===== src/rtl/cp0_interrupt_ctrl_if.sv =====
// Pipeline <-> CP0 interrupt controller bundle: MEM-stage inputs, cp0 access, redirect/flush outputs.
interface cp0_interrupt_ctrl_if;
    logic [2:0]  irq_in;
    logic        mem_valid;
    logic [31:0] pc_next_mem;
    logic        eret_mem;
    logic        mtc0_we;
    logic [4:0]  cp0_addr;
    logic [31:0] cp0_wdata;
    logic [31:0] cp0_rdata;
    logic        redirect;
    logic [31:0] redirect_pc;
    logic        flush;
    logic [2:0]  irq_ack;
    logic        int_disable;
    logic [2:0]  int_mask;
    logic [31:0] epc;

    modport master (
        output irq_in, mem_valid, pc_next_mem, eret_mem, mtc0_we, cp0_addr, cp0_wdata,
        input  cp0_rdata, redirect, redirect_pc, flush, irq_ack, int_disable, int_mask, epc
    );

    modport slave (
        input  irq_in, mem_valid, pc_next_mem, eret_mem, mtc0_we, cp0_addr, cp0_wdata,
        output cp0_rdata, redirect, redirect_pc, flush, irq_ack, int_disable, int_mask, epc
    );
endinterface


===== src/rtl/cp0_interrupt_ctrl.sv =====
// CP0 interrupt controller: edge capture, mask/disable, priority take at MEM, ERET, mtc0/mfc0.
// Optional macro CP0_CAUSE_EN adds a read-only cause register at cp0 0x0d.
module cp0_interrupt_ctrl #(
    parameter logic [31:0] ENTRY2        = 32'h0000_0000,
    parameter logic [31:0] ENTRY1        = 32'h0000_0600,
    parameter logic [31:0] ENTRY0        = 32'h0000_0800,
    parameter int unsigned SETTLE_CYCLES = 3
) (
    input  logic                 clk,
    input  logic                 rst,
    cp0_interrupt_ctrl_if.slave  bus
);
    localparam int unsigned CNT_W = 4;
    localparam logic [CNT_W-1:0] SETTLE_INIT = CNT_W'(SETTLE_CYCLES);
    localparam logic [4:0] ADDR_EPC  = 5'h0e;
    localparam logic [4:0] ADDR_DIS  = 5'h16;
    localparam logic [4:0] ADDR_MASK = 5'h17;
`ifdef CP0_CAUSE_EN
    localparam logic [4:0] ADDR_CAUSE = 5'h0d;
`endif

    typedef enum logic {S_IDLE, S_SETTLE} state_t;

    state_t           r_state, w_state_nxt;
    logic [CNT_W-1:0] r_cnt, w_cnt_nxt;
    logic [2:0]       r_pending, w_pending_nxt, w_pending_clr;
    logic [2:0]       r_irq_prev;
    logic             r_redirect, w_redirect_nxt;
    logic [31:0]      r_redirect_pc, w_redirect_pc_nxt;
    logic             r_flush, w_flush_nxt;
    logic [2:0]       r_irq_ack, w_irq_ack_nxt;
    logic             r_int_disable, w_int_disable_nxt;
    logic [2:0]       r_int_mask, w_int_mask_nxt;
    logic [31:0]      r_epc, w_epc_nxt;
    logic [2:0]       w_eligible;
    logic [1:0]       w_sel;
    logic [31:0]      w_entry;
    logic [31:0]      w_rdata;
`ifdef CP0_CAUSE_EN
    logic [1:0]       r_last_taken, w_last_taken_nxt;
`endif

    // Priority select among eligible lines, highest index wins
    always_comb begin
        w_eligible = r_pending & r_int_mask & {3{~r_int_disable}};
        w_sel      = 2'd0;
        w_entry    = ENTRY0;
        if (w_eligible[2]) begin
            w_sel   = 2'd2;
            w_entry = ENTRY2;
        end else if (w_eligible[1]) begin
            w_sel   = 2'd1;
            w_entry = ENTRY1;
        end
    end

    // Next-state logic; hardware epc/disable updates override a coincident mtc0
    always_comb begin
        w_state_nxt       = r_state;
        w_cnt_nxt         = r_cnt;
        w_redirect_nxt    = 1'b0;
        w_flush_nxt       = 1'b0;
        w_irq_ack_nxt     = 3'b000;
        w_redirect_pc_nxt = r_redirect_pc;
        w_epc_nxt         = r_epc;
        w_int_disable_nxt = r_int_disable;
        w_int_mask_nxt    = r_int_mask;
        w_pending_clr     = 3'b000;
`ifdef CP0_CAUSE_EN
        w_last_taken_nxt  = r_last_taken;
`endif

        if (bus.mtc0_we) begin
            case (bus.cp0_addr)
                ADDR_EPC:  w_epc_nxt         = bus.cp0_wdata;
                ADDR_DIS:  w_int_disable_nxt = bus.cp0_wdata[0];
                ADDR_MASK: w_int_mask_nxt    = bus.cp0_wdata[2:0];
                default:   ;
            endcase
        end

        case (r_state)
            S_IDLE: begin
                if (bus.mem_valid && bus.eret_mem) begin
                    w_redirect_nxt    = 1'b1;
                    w_redirect_pc_nxt = r_epc;
                    w_flush_nxt       = 1'b1;
                    w_int_disable_nxt = 1'b0;
                    w_cnt_nxt         = SETTLE_INIT;
                    w_state_nxt       = S_SETTLE;
                end else if (bus.mem_valid && (|w_eligible)) begin
                    w_epc_nxt         = bus.pc_next_mem;
                    w_int_disable_nxt = 1'b1;
                    w_pending_clr     = 3'b001 << w_sel;
                    w_irq_ack_nxt     = 3'b001 << w_sel;
                    w_redirect_nxt    = 1'b1;
                    w_redirect_pc_nxt = w_entry;
                    w_flush_nxt       = 1'b1;
                    w_cnt_nxt         = SETTLE_INIT;
                    w_state_nxt       = S_SETTLE;
`ifdef CP0_CAUSE_EN
                    w_last_taken_nxt  = w_sel;
`endif
                end
            end
            S_SETTLE: begin
                if (r_cnt <= CNT_W'(1)) begin
                    w_cnt_nxt   = '0;
                    w_state_nxt = S_IDLE;
                end else begin
                    w_cnt_nxt = r_cnt - 1'b1;
                end
            end
            default: w_state_nxt = S_IDLE;
        endcase

        // A new edge on a line being taken in the same cycle keeps it pending
        w_pending_nxt = (r_pending & ~w_pending_clr) | (bus.irq_in & ~r_irq_prev);
    end

    always_ff @(posedge clk) begin
        if (rst) begin
            r_state       <= S_IDLE;
            r_cnt         <= '0;
            r_pending     <= 3'b000;
            r_irq_prev    <= 3'b000;
            r_redirect    <= 1'b0;
            r_redirect_pc <= 32'h0;
            r_flush       <= 1'b0;
            r_irq_ack     <= 3'b000;
            r_int_disable <= 1'b0;
            r_int_mask    <= 3'b000;
            r_epc         <= 32'h0;
`ifdef CP0_CAUSE_EN
            r_last_taken  <= 2'd0;
`endif
        end else begin
            r_state       <= w_state_nxt;
            r_cnt         <= w_cnt_nxt;
            r_pending     <= w_pending_nxt;
            r_irq_prev    <= bus.irq_in;
            r_redirect    <= w_redirect_nxt;
            r_redirect_pc <= w_redirect_pc_nxt;
            r_flush       <= w_flush_nxt;
            r_irq_ack     <= w_irq_ack_nxt;
            r_int_disable <= w_int_disable_nxt;
            r_int_mask    <= w_int_mask_nxt;
            r_epc         <= w_epc_nxt;
`ifdef CP0_CAUSE_EN
            r_last_taken  <= w_last_taken_nxt;
`endif
        end
    end

    // mfc0 read mux
    always_comb begin
        case (bus.cp0_addr)
            ADDR_EPC:   w_rdata = r_epc;
            ADDR_DIS:   w_rdata = {31'b0, r_int_disable};
            ADDR_MASK:  w_rdata = {29'b0, r_int_mask};
`ifdef CP0_CAUSE_EN
            ADDR_CAUSE: w_rdata = {26'b0, r_last_taken, 1'b0, r_pending};
`endif
            default:    w_rdata = 32'h0;
        endcase
    end

    assign bus.cp0_rdata   = w_rdata;
    assign bus.redirect    = r_redirect;
    assign bus.redirect_pc = r_redirect_pc;
    assign bus.flush       = r_flush;
    assign bus.irq_ack     = r_irq_ack;
    assign bus.int_disable = r_int_disable;
    assign bus.int_mask    = r_int_mask;
    assign bus.epc         = r_epc;
endmodule

===== src/flat_wrapper.sv =====
// flat-port wrapper written by rule: the top's interface ports become plain ports
module cp0_interrupt_ctrl_flat 
#(
    parameter logic [31:0] ENTRY2        = 32'h0000_0000,
    parameter logic [31:0] ENTRY1        = 32'h0000_0600,
    parameter logic [31:0] ENTRY0        = 32'h0000_0800,
    parameter int unsigned SETTLE_CYCLES = 3
)
  (clk, rst, bus_irq_in, bus_mem_valid, bus_pc_next_mem, bus_eret_mem, bus_mtc0_we, bus_cp0_addr, bus_cp0_wdata, bus_cp0_rdata, bus_redirect, bus_redirect_pc, bus_flush, bus_irq_ack, bus_int_disable, bus_int_mask, bus_epc);
  cp0_interrupt_ctrl_if bus_i ();
  input  logic clk;
  input  logic rst;
  input wire logic [$bits(bus_i.irq_in)-1:0] bus_irq_in;
  input wire logic [$bits(bus_i.mem_valid)-1:0] bus_mem_valid;
  input wire logic [$bits(bus_i.pc_next_mem)-1:0] bus_pc_next_mem;
  input wire logic [$bits(bus_i.eret_mem)-1:0] bus_eret_mem;
  input wire logic [$bits(bus_i.mtc0_we)-1:0] bus_mtc0_we;
  input wire logic [$bits(bus_i.cp0_addr)-1:0] bus_cp0_addr;
  input wire logic [$bits(bus_i.cp0_wdata)-1:0] bus_cp0_wdata;
  output wire logic [$bits(bus_i.cp0_rdata)-1:0] bus_cp0_rdata;
  output wire logic [$bits(bus_i.redirect)-1:0] bus_redirect;
  output wire logic [$bits(bus_i.redirect_pc)-1:0] bus_redirect_pc;
  output wire logic [$bits(bus_i.flush)-1:0] bus_flush;
  output wire logic [$bits(bus_i.irq_ack)-1:0] bus_irq_ack;
  output wire logic [$bits(bus_i.int_disable)-1:0] bus_int_disable;
  output wire logic [$bits(bus_i.int_mask)-1:0] bus_int_mask;
  output wire logic [$bits(bus_i.epc)-1:0] bus_epc;
  assign bus_i.irq_in = bus_irq_in;
  assign bus_i.mem_valid = bus_mem_valid;
  assign bus_i.pc_next_mem = bus_pc_next_mem;
  assign bus_i.eret_mem = bus_eret_mem;
  assign bus_i.mtc0_we = bus_mtc0_we;
  assign bus_i.cp0_addr = bus_cp0_addr;
  assign bus_i.cp0_wdata = bus_cp0_wdata;
  assign bus_cp0_rdata = bus_i.cp0_rdata;
  assign bus_redirect = bus_i.redirect;
  assign bus_redirect_pc = bus_i.redirect_pc;
  assign bus_flush = bus_i.flush;
  assign bus_irq_ack = bus_i.irq_ack;
  assign bus_int_disable = bus_i.int_disable;
  assign bus_int_mask = bus_i.int_mask;
  assign bus_epc = bus_i.epc;
  cp0_interrupt_ctrl #(.ENTRY2(ENTRY2), .ENTRY1(ENTRY1), .ENTRY0(ENTRY0), .SETTLE_CYCLES(SETTLE_CYCLES)) u_core (.clk(clk), .rst(rst), .bus(bus_i));
endmodule

===== config.mk =====
export PLATFORM = sky130hd
export DESIGN_NAME = cp0_interrupt_ctrl_flat
export DESIGN_NICKNAME = d
export VERILOG_FILES = /design/src/rtl/cp0_interrupt_ctrl_if.sv /design/src/rtl/cp0_interrupt_ctrl.sv /design/src/flat_wrapper.sv
export SDC_FILE = /design/constraint.sdc
export NUM_CORES = 1
export LEC_CHECK = 0
export ABC_CLOCK_PERIOD_IN_PS = 3110
export CAP_MARGIN = 20
export CORE_ASPECT_RATIO = 0.6
export CORE_UTILIZATION = 44
export CTS_CLUSTER_DIAMETER = 100
export CTS_CLUSTER_SIZE = 20
export DETAILED_ROUTE_END_ITERATION = 10
export PLACE_DENSITY = 0.87
export SLEW_MARGIN = 25
export SYNTH_ARGS = -nofsm -noshare
export SYNTH_HDL_FRONTEND = slang
export SYNTH_SLANG_ARGS = --single-unit

===== constraint.sdc =====
create_clock -name clk -period 3.11 [get_ports clk]
set_input_delay 0.4665 -clock clk [delete_from_list [all_inputs] [get_ports clk]]
set_output_delay 0.4665 -clock clk [all_outputs]
set_load 0.02 [all_outputs]

==> out/qor_table.md <==
| Quantity | This run | Unit |
| --- | --- | --- |
| Via-per-instance ratio | 5.435 | - |
| Post-CTS Setup Inserts | 0 | - |
| Iter 0 DRT Violations | 230 | - |
| Iteration count of the initial detailed-routing pass | 4 | - |
| Post-synthesis cell type with the largest combined area | sky130_fd_sc_hd__dfxtp_1 | - |
| Share of synthesized flip-flops with an asynchronous set or reset | 0 | - |
| Number of buffers added on ports | 181 | - |
| Combinational Power Share | 0.095 | - |
| Worst vdd ir | 311.6 | uV |
| Worst Setup Start Kind | primary input | - |
| Fill cells | 586 | - |
| Count of cells along the worst register-to-register path | 5 | - |
| Worst hold path startpoint | u_core.bus.redirect_pc[14]$_SDFFE_PP0P_ | - |
| Hold Path Sink | u_core.bus.redirect_pc[14]$_SDFFE_PP0P_ | - |
| Count of hold buffers inserted by post-cts repair | 0 | - |
| Half-perimeter wire length after placement | 8.871 | mm |
| Total track usage | 0.2860 | - |
| Fin crit period | 2.855 | ns |
| Remaining global-route overflow | 0 | - |
| Setup TNS | 0 | ns |
| Setup repair after global routing missed its margin | false | - |
| Number of primary I/O pins | 182 | - |
| Site row count | 25 | - |
| Internal power of the cells | 2.068 | mW |
| Leakage power | 2.115 | nW |
| Critical register-to-register path startpoint | u_core.bus.int_disable$_SDFF_PP0_ | - |
| Worst endpoint required time | 2.64 | ns |
| XOR/XNOR share of the synthesized area | 0 | - |
| Main flop type after synthesis | sky130_fd_sc_hd__dfxtp_1 | - |
| Max Fclk | 0.3503 | GHz |
| Power per standard cell area | 436.1 | mW/mm2 |
| Count of nets left with antenna violations after detail routing | 0 | - |
| CP top delay family | buffers and inverters | - |
| Total number of vias | 3,723 | - |
| Global-route wire length before repair | 19.35 | mm |
| Maximum number of pins on one net before global-route repair | 31 | - |
| Root buffer selected by CTS | sky130_fd_sc_hd__clkbuf_16 | - |
| Total detailed-routing wirelength | 12.27 | mm |
| Final Setup Violations | 0 | - |
| Avg Synthesized Cell Area | 9.229 | um2 |
| Result of the run | finished, final reports clean | - |
| # Max-Cap Violations | 0 | - |
| Post-route standard cell area excluding fillers | 0.005967 | mm2 |
| Clk network pwr share | 0.483 | - |
| Storage element area | 0.001662 | mm2 |
| Worst path slowest cell | sky130_fd_sc_hd__clkdlybuf4s50_1 | - |
| Main combinational cell family by area after synthesis | compound AO/OA/AOI/OAI gates | - |
| Post-synth EDFFs | 0 | - |
| Top cells by area in the synthesized netlist | sky130_fd_sc_hd__dfxtp_1, sky130_fd_sc_hd__a311oi_2, sky130_fd_sc_hd__nand2_1 | - |
| Post-synthesis net count | 478 | - |
| Clk pin slew, worst setup/hold paths | 0.06 | ns |
| Number of inserted diodes | 0 | - |
| CTS buffer count | 9 | - |
| Die Footprint | 0.008750 | mm2 |
| Crit. End Element | output pin | - |
| Share of the yosys chip area belonging to registers | 0.4512 | - |
| CTS tree | built | - |
| Multiplexer share of the synthesized area | 0.005437 | - |
| Post-DR wirelength/cell | 17.92 | um |
| Share of the synthesized area in the top cell type | 0.4512 | - |
| Endpoint of the lowest-slack register-to-register path | u_core.bus.epc[12]$_SDFF_PP0_ | - |
| Number of clock sinks | 83 | - |
| Drt drc | 0 | - |
| Core Region | 0.007976 | mm2 |
| CP bufs+invs | 3 | - |
| Number of hold violations in the final report | 0 | - |
| Die width | 120.1 | um |
| NumNets Final | 651 | - |
| Starting density of the core | 0.4616 | - |
| Area fraction in compound gates after synthesis | 0.2613 | - |
| Critical path's largest stage delay | 0.64 | ns |
| Antenna violations before repair | 0 | - |
| Post-Syn Area | 0.003682 | mm2 |
| Number of cells on the worst hold path | 1 | - |
| Final RePlAce weighted congestion | 0.8583 | - |
| Fraction of the mapped netlist area in adder cells | 0.006796 | - |
| Post-placement cell area | 0.005605 | mm2 |
| Post-synthesis to final-layout area growth | 62.05 | % |
| Ratio of cells with drive above 1 in the final layout | 0.1075 | - |
| Number of global-route vias before repair | 3,767 | - |
| Setup crit start | bus_cp0_addr[2] | - |
| Simple-gate portion of the synthesized area | 0.2287 | - |
| Clock latency of the later-clocked register in the worst-skew pair | 0.33 | ns |
| Synth warnings | 0 | - |
| Gate Count Post-Synth | 399 | - |
| Critical path cell sequence | clkdlybuf4s50_1 > and2_1 > and3_1 > buf_12 > nand2_1 > o21ai_0 > clkdlybuf4s50_1 | - |
| Clock H-tree levels | 3 | - |
| Worst clock skew | 0.007298 | ns |
| Resized cells post-CTS | 0 | - |
| Number of register bits inferred by synthesis | 83 | - |
| Unique masters post-synth | 39 | - |
| Die height | 72.86 | um |
| Buffer levels on the longest clock path | 2 | - |
| Area of the multi-input gates | 0.001859 | mm2 |
| Sw Ratio | 0.2052 | - |
| Final max-slew violation count | 0 | - |
| Setup WS pre-CTS | 0.2755 | ns |
| CP Max Fanout | 30 | - |
| Most common cell type on the critical path | sky130_fd_sc_hd__clkdlybuf4s50_1 | - |
| Switching component of the power | 534.0 | uW |
| Worst Hold Class | flip-flop to flip-flop | - |
| Post-route clock period utilization | 0.9180 | - |
| Transition at the pin with the smallest max-transition slack | 0.6266 | ns |
| Setup slack after layout | 0.2551 | ns |
| Headroom to the max-slew limit | 0.5823 | - |
| R2r setup slk | 0.94 | ns |
| Worst Path Class, Setup | primary input to output pin | - |
| Arr. time, crit path | 2.39 | ns |
| Part of the total power dissipated in sequential elements | 0.422 | - |
power by group through the flow:
stage / registers [mW] / clock network (mW) / logic, mW
2_1_floorplan: 1.13 / 0 / 0.0845
3_3_place_gp: 1.12 / 0 / 0.236
3_5_place_dp: 1.12 / 0 / 0.244
4_1_cts: 1.10 / 1.27 / 0.246
5_1_grt: 1.10 / 1.32 / 0.264
6_report: 1.10 / 1.26 / 0.247
kinds of logic after synthesis:
group           after synthesis
compound gates               98
fa+ha+maj                     2
buf+inv                      35
flops                        83
mux                           2
simple gates                179
metal layers:
| layer | vias up | wire length [um] | GRT usage |
|---|---|---|---|
| li1 | 1769 | - | - |
| met1 | 1763 | 5048 | 0.3435 |
| met2 | 182 | 5953 | 0.4917 |
| met3 | 9 | 1203 | 0.09531 |
| met4 | 0 | 66 | 0.08333 |
| met5 | - | 0 | 0 |
cell type report:
type / instances / share of cell area
Tap cell: 108 / 0.02265
Timing Repair Buffer: 193 / 0.3242
Clock inverter: 4 / 0.01594
Multi-Input combinational cell: 281 / 0.3116
Inverter: 4 / 0.002516
Sequential cell: 83 / 0.2785
Clock buffer: 12 / 0.04466
layout by cell type (no fill, tap or decap), drive strengths merged, types with 9 or more instances in the layout:
| cell type | instances |
|---|---|
| nand2 | 73 |
| a21oi | 13 |
| nor2 | 37 |
| buf | 13 |
| nor3 | 9 |
| clkbuf | 12 |
| and2 | 32 |
| a22o | 31 |
| a311oi | 34 |
| clkdlybuf4s50 | 180 |
| dfxtp | 83 |
registers in the layout, indices dropped and copies added, names as in the netlist:
register,count
u_core.bus.int_disable,1
u_core.r_state,1
u_core.bus.int_mask,3
u_core.bus.epc,32
u_core.r_pending,3
u_core.r_cnt,4
u_core.bus.redirect,1
u_core.bus.irq_ack,3
u_core.r_irq_prev,3
u_core.bus.redirect_pc,32
cell usage after synthesis, drive strengths merged, types with 2 or more instances:
| library cell | count |
|---|---|
| nand2b | 7 |
| nor3 | 9 |
| clkbuf | 21 |
| dfxtp | 83 |
| nor2b | 6 |
| nand3 | 6 |
| mux2i | 2 |
| o31ai | 3 |
| ha | 2 |
| and3 | 2 |
| nand2 | 73 |
| a311oi | 34 |
| and2 | 32 |
| a22o | 31 |
| inv | 4 |
| buf | 10 |
| nor2 | 37 |
| a21oi | 13 |
| a21o | 2 |
| o21ai | 6 |
worst max path at each step:
stage	to	slack, ns	cells past startpoint
6_report	bus_cp0_rdata[0]	0.26	7
4_1_cts	bus_cp0_rdata[0]	0.26	7
2_1_floorplan	u_core.bus.epc[10]$_SDFF_PP0_	1.23	6
3_3_place_gp	bus_cp0_rdata[10]	0.31	6
5_1_grt	bus_cp0_rdata[0]	0.12	7
3_5_place_dp	bus_cp0_rdata[0]	0.28	7
metrics by stage:
step / hold slack (ns) / util / total power [mW] / cells
after floorplan: 0.4540 / - / 1.211 / 399
after global placement: 0.4547 / 0.7027 / 1.355 / 669
after detailed placement: 0.4530 / 0.7027 / 1.365 / 669
after CTS: 0.4747 / 0.7481 / 2.618 / 685
after global routing: 0.4866 / 0.7481 / 2.683 / 685
final: 0.4723 / 0.7481 / 2.602 / 685
(Power assumes the default switching activity.)
